`src/rtl/game_score_reporter.sv`:
```
// rtl/game_score_reporter.sv - game score capture FSM with timed update/display report sequence
// Optional feature macro: GUEST_SKIP_UPDATE_EN (guest games skip the update phase).
module game_score_reporter #(
    parameter int UPDATE_CYCLES  = 4,
    parameter int DISPLAY_CYCLES = 12
) (
    input  logic       clk,
    input  logic       rst,
    input  logic       startGame,
    input  logic       hit,
    input  logic       gameOver,
    input  logic [2:0] userID,
    input  logic       guestIn,
    output logic [2:0] controlSig,
    output logic       isGuest,
    output logic [2:0] intIDin,
    output logic [3:0] scoreOnes,
    output logic [3:0] scoreTens,
    output logic       busy
);

    localparam int MAX_CYCLES = (UPDATE_CYCLES > DISPLAY_CYCLES) ? UPDATE_CYCLES : DISPLAY_CYCLES;
    localparam int CNT_W      = $clog2(MAX_CYCLES + 1);
    localparam logic [CNT_W-1:0] UPD_LOAD  = CNT_W'(UPDATE_CYCLES - 1);
    localparam logic [CNT_W-1:0] DISP_LOAD = CNT_W'(DISPLAY_CYCLES - 1);

    localparam logic [2:0] CODE_IDLE    = 3'd0;
    localparam logic [2:0] CODE_PLAY    = 3'd2;
    localparam logic [2:0] CODE_UPDATE  = 3'd3;
    localparam logic [2:0] CODE_DISPLAY = 3'd4;

    typedef enum logic [1:0] {
        S_IDLE,
        S_PLAY,
        S_UPDATE,
        S_DISPLAY
    } state_t;

    state_t           state_q;
    logic [2:0]       ctrl_q;
    logic             busy_q;
    logic [3:0]       ones_q;
    logic [3:0]       tens_q;
    logic [2:0]       id_q;
    logic             guest_q;
    logic [CNT_W-1:0] cnt_q;

    logic [3:0] ones_d;
    logic [3:0] tens_d;
    logic       skip_update;

`ifdef GUEST_SKIP_UPDATE_EN
    assign skip_update = guest_q;
`else
    assign skip_update = 1'b0;
`endif

    // Two-digit BCD increment that sticks at 99.
    always_comb begin
        ones_d = ones_q;
        tens_d = tens_q;
        if (!(ones_q == 4'd9 && tens_q == 4'd9)) begin
            if (ones_q == 4'd9) begin
                ones_d = 4'd0;
                tens_d = tens_q + 4'd1;
            end else begin
                ones_d = ones_q + 4'd1;
            end
        end
    end

    always_ff @(posedge clk or negedge rst) begin
        if (!rst) begin
            state_q <= S_IDLE;
            ctrl_q  <= CODE_IDLE;
            busy_q  <= 1'b0;
            ones_q  <= 4'd0;
            tens_q  <= 4'd0;
            id_q    <= 3'd0;
            guest_q <= 1'b0;
            cnt_q   <= '0;
        end else begin
            case (state_q)
                S_IDLE: begin
                    if (startGame) begin
                        state_q <= S_PLAY;
                        ctrl_q  <= CODE_PLAY;
                        id_q    <= userID;
                        guest_q <= guestIn;
                        ones_q  <= 4'd0;
                        tens_q  <= 4'd0;
                    end
                end
                S_PLAY: begin
                    // A hit in the gameOver cycle still lands in the reported score.
                    if (hit) begin
                        ones_q <= ones_d;
                        tens_q <= tens_d;
                    end
                    if (gameOver) begin
                        busy_q <= 1'b1;
                        if (skip_update) begin
                            state_q <= S_DISPLAY;
                            ctrl_q  <= CODE_DISPLAY;
                            cnt_q   <= DISP_LOAD;
                        end else begin
                            state_q <= S_UPDATE;
                            ctrl_q  <= CODE_UPDATE;
                            cnt_q   <= UPD_LOAD;
                        end
                    end
                end
                S_UPDATE: begin
                    if (cnt_q == '0) begin
                        state_q <= S_DISPLAY;
                        ctrl_q  <= CODE_DISPLAY;
                        cnt_q   <= DISP_LOAD;
                    end else begin
                        cnt_q <= cnt_q - CNT_W'(1);
                    end
                end
                S_DISPLAY: begin
                    if (cnt_q == '0) begin
                        state_q <= S_IDLE;
                        ctrl_q  <= CODE_IDLE;
                        busy_q  <= 1'b0;
                    end else begin
                        cnt_q <= cnt_q - CNT_W'(1);
                    end
                end
                default: begin
                    state_q <= S_IDLE;
                    ctrl_q  <= CODE_IDLE;
                    busy_q  <= 1'b0;
                    cnt_q   <= '0;
                end
            endcase
        end
    end

    assign controlSig = ctrl_q;
    assign busy       = busy_q;
    assign scoreOnes  = ones_q;
    assign scoreTens  = tens_q;
    assign intIDin    = id_q;
    assign isGuest    = guest_q;

endmodule

```
`config.mk`:
```
export PLATFORM = sky130hd
export DESIGN_NAME = game_score_reporter
export DESIGN_NICKNAME = d
export VERILOG_FILES = /design/src/rtl/game_score_reporter.sv
export SDC_FILE = /design/constraint.sdc
export NUM_CORES = 1
export LEC_CHECK = 0
export ABC_AREA = 1
export CORE_MARGIN = 3
export CORE_UTILIZATION = 34
export CTS_CLUSTER_SIZE = 24
export DETAILED_ROUTE_END_ITERATION = 8
export SKIP_CTS_REPAIR_TIMING = 1
export SYNTH_ARGS = -nofsm -noshare
export SYNTH_HDL_FRONTEND = slang
export SYNTH_SLANG_ARGS = --single-unit
export TNS_END_PERCENT = 5
```
`constraint.sdc`:
```
create_clock -name clk -period 1.8 [get_ports clk]
set_clock_uncertainty 0.15 [all_clocks]
set_input_delay 0.36 -clock clk [delete_from_list [all_inputs] [get_ports clk]]
set_output_delay 0.36 -clock clk [all_outputs]
set_load 0.1 [all_outputs]
```
==> results of run 1 <==
-- synth_stat cells --
master,instances
nand2_1,36
dfrtp_1,22
nor2_1,20
inv_1,18
ha_1,11
nand2_2,7
nand4_1,7
nand3_1,6
nor2_2,6
a21oi_1,5
inv_2,5
mux2_2,4
o21ai_1,4
nand2_4,2
buf_6,1
nand3_2,1
nand3b_1,1
nor2_8,1
o2111ai_1,1
o21ai_0,1
o21ai_2,1
o21bai_1,1
or2_2,1
xnor2_1,1
xor2_1,1
-- worst reg2reg max path: stages, from the launching register on --
cell,delay (ps)
dfrtp_1,380
inv_1,70
buf_4,140
ha_1,210
nand2_1,130
nand2_1,80
inv_2,80
nand2_2,100
nor2_1,130
a21oi_1,80
-- logic make-up (layout without fill, tap and decap cells) --
| family | Yosys count | after routing | synth area share (%) |
|---|---|---|---|
| AND/OR/NAND/NOR | 88 | 88 | 31.9 |
| multiplexers | 4 | 4 | 3.32 |
| buffers and inverters | 24 | 54 | 7.20 |
| flip-flops | 22 | 22 | 40.6 |
| XOR/XNOR | 2 | 2 | 1.29 |
| AO/OA/AOI/OAI | 13 | 13 | 5.54 |
| adder cells (fa/ha/maj) | 11 | 11 | 10.2 |
-- sequential cells by signal, summed over array words and instances, names as in the netlist --
signal and flops:
isGuest 1, state_q 2, scoreTens 4, scoreOnes 4, controlSig 3, intIDin 3, busy 1, cnt_q 4
-- layout make-up --
| class | count | area (um^2) |
|---|---|---|
| clock buffer | 3 | 41.3 |
| clock inverter | 1 | 30.0 |
| fill | 369 | 1830 |
| inverter | 23 | 86.3 |
| multi-input combinational | 118 | 714 |
| sequential | 22 | 559 |
| tap | 48 | 60.1 |
| timing repair buffer | 27 | 423 |
-- stage by stage --
step | setup TNS, ps | util, % | cell area [um^2] | hold slack (ps) | setup slack, ps
floorplan | -32.6 | - | 1360 | -85.6 | -14.3
global placement | 0 | 49.0 | 1840 | 341 | 73.1
detailed placement | 0 | 49.0 | 1840 | 378 | 46.9
CTS | 0 | 50.9 | 1910 | 290 | 101
global route | -2.53 | 51.1 | 1910 | 312 | -2.53
finish | 0 | 51.1 | 1910 | 287 | 143
-- metal layers --
| layer | routed length, um | track usage (%) |
|---|---|---|
| met5 | 0 | 0 |
| met4 | 61 | 6.51 |
| met3 | 160 | 3.06 |
| met2 | 1290 | 21.1 |
| met1 | 1260 | 15.2 |
-- how the worst max path moves through the flow --
stage / endpoint / startpoint
after floorplan: scoreOnes[0] / scoreTens[3]
after global placement: state_q[0] / startGame
after detailed placement: state_q[0] / startGame
after CTS: scoreOnes[0] / state_q[1]
after global routing: scoreOnes[0] / state_q[1]
final: state_q[0] / state_q[1]
==> flow_summary_export.csv, run 1 <==
group,metric,value,unit
outcome,outcome,"finished clean",
setup_path,r2r_start,"state_q[1]",
clock_tree,cts.clk_slew.worst_paths,80,ps
setup_path,reg2reg_slack,140,ps
finish,drive_gt1_share,30.9,%
routing,drtPass1Iterations,4,
setup_path,start_kind,"register",
yosys,syn_area,1360,um^2
place,gp_congestion,0.773,
setup_path,crit_chain,"inv_1 > buf_4 > ha_1 > nand2_1 > nand2_1 > inv_2 > nand2_2 > nor2_1 > a21oi_1",
routing,drc,0,
timing,slew_violations,0,
routing,drt_iter0_drc,69,
setup_path,timing.rr.end,"state_q[0]",
yosys,synth-seq-area-share,40.6,%
timing,rsz0062_at_grt,"true",
yosys,post-synth-top-area-cell,"dfrtp_1",
clock_tree,cts-buffers-inserted,3,
timing,min_period_over_period,92.1,%
yosys,synth.top_cell.area_share,40.6,%
finish,stdcell_count,242,
routing,wl_per_cell,11.5,um
yosys,synth_seq_cells,22,
clock_tree,clock_path_buffers,2,
setup_path,crit_fanout,7,
setup_path,worst-path-stages,9,
yosys,synth_warnings,0,
grt,antenna_found_initial,0,
setup_path,r2r_cells,9,
floorplanning,coreArea,3740,um^2
timing,min_period,1660,ps
setup_path,crit_slowest_cell,"dfrtp_1",
finish,final_cell_mix,"nand2_1, nor2_1, inv_1, buf_12, dfrtp_1",
grt,grt-ovfl-total,0,
yosys,syn_avg_cell_area,8.26,um^2
place,post-dp-hpwl,2170,um
yosys,syn_inst,164,
clock_tree,cts_tree,"done",
grt,grt_max_degree,23,
timing,finalHoldViolations,0,
yosys,syn_nets,184,
timing,fmax,603,MHz
finish,final_common_cell,"nand2_1",
clock_tree,cts.sinks,22,
setup_path,worst-path-buf-inv,3,
yosys,synth_cell_types,25,
routing,drt_wl_total,2770,um
setup_path,crit_arrival,1660,ps
place,numPortBuffers,24,
clock_tree,clkLatencyLatePin,270,ps
setup_path,crit_family,"simple AND/OR/NAND/NOR gates",
finish,areaGrowthSynthToFinish,41.3,%
setup_path,cp_common_cell,"nand2_1",
timing,slew-limit-headroom,81.2,%
place,placedCellCount,238,
worst_hold_path,hold_path.class,"in -> async",
timing,finalSetupViolations,0,
clock_tree,cts_root_buffer,"clkbuf_8",
grt,grt_pass1_vias,1134,
routing,postRouteAntennaNets,0,
clock_tree,htreeDepth,1,
grt,track_usage,12.7,%
finish,final_net_count,215,
setup_path,path_class,"reg -> reg",
setup_path,cp_slowest_stage_delay,380,ps
routing,vias,1128,
floorplanning,rows,22,
floorplanning,ios,25,
setup_path,critPathRequiredTime,1810,ps
flow_run,max_cap_viol_count,0,
setup_path,worst_setup_path_end_kind,"register",
floorplanning,die_width,69.1,um
grt,grt_pass1_wl,5020,um
floorplanning,die_h,69.1,um
yosys,synth.area.top_cells,"dfrtp_1, ha_1, nand2_1",
floorplanning,die_area,4780,um^2
routing,routed_via_density,4.66,
timing,worstMarginPinSlew,281,ps
floorplanning,initial_core_util,36.2,%
finish,n_antenna_cell,0,
Power of run 1 is not shown: default switching activity piles up to over one toggle a cycle in this logic, so the estimate is an artifact.
==> run 2, diff against run 1 <==
- ABC_CLOCK_PERIOD_IN_PS: default -> 1800
==> results of run 2 <==
Final layout, timing and power as in run 1 (identical DEF).
Power of run 2 is left out for the same reason.
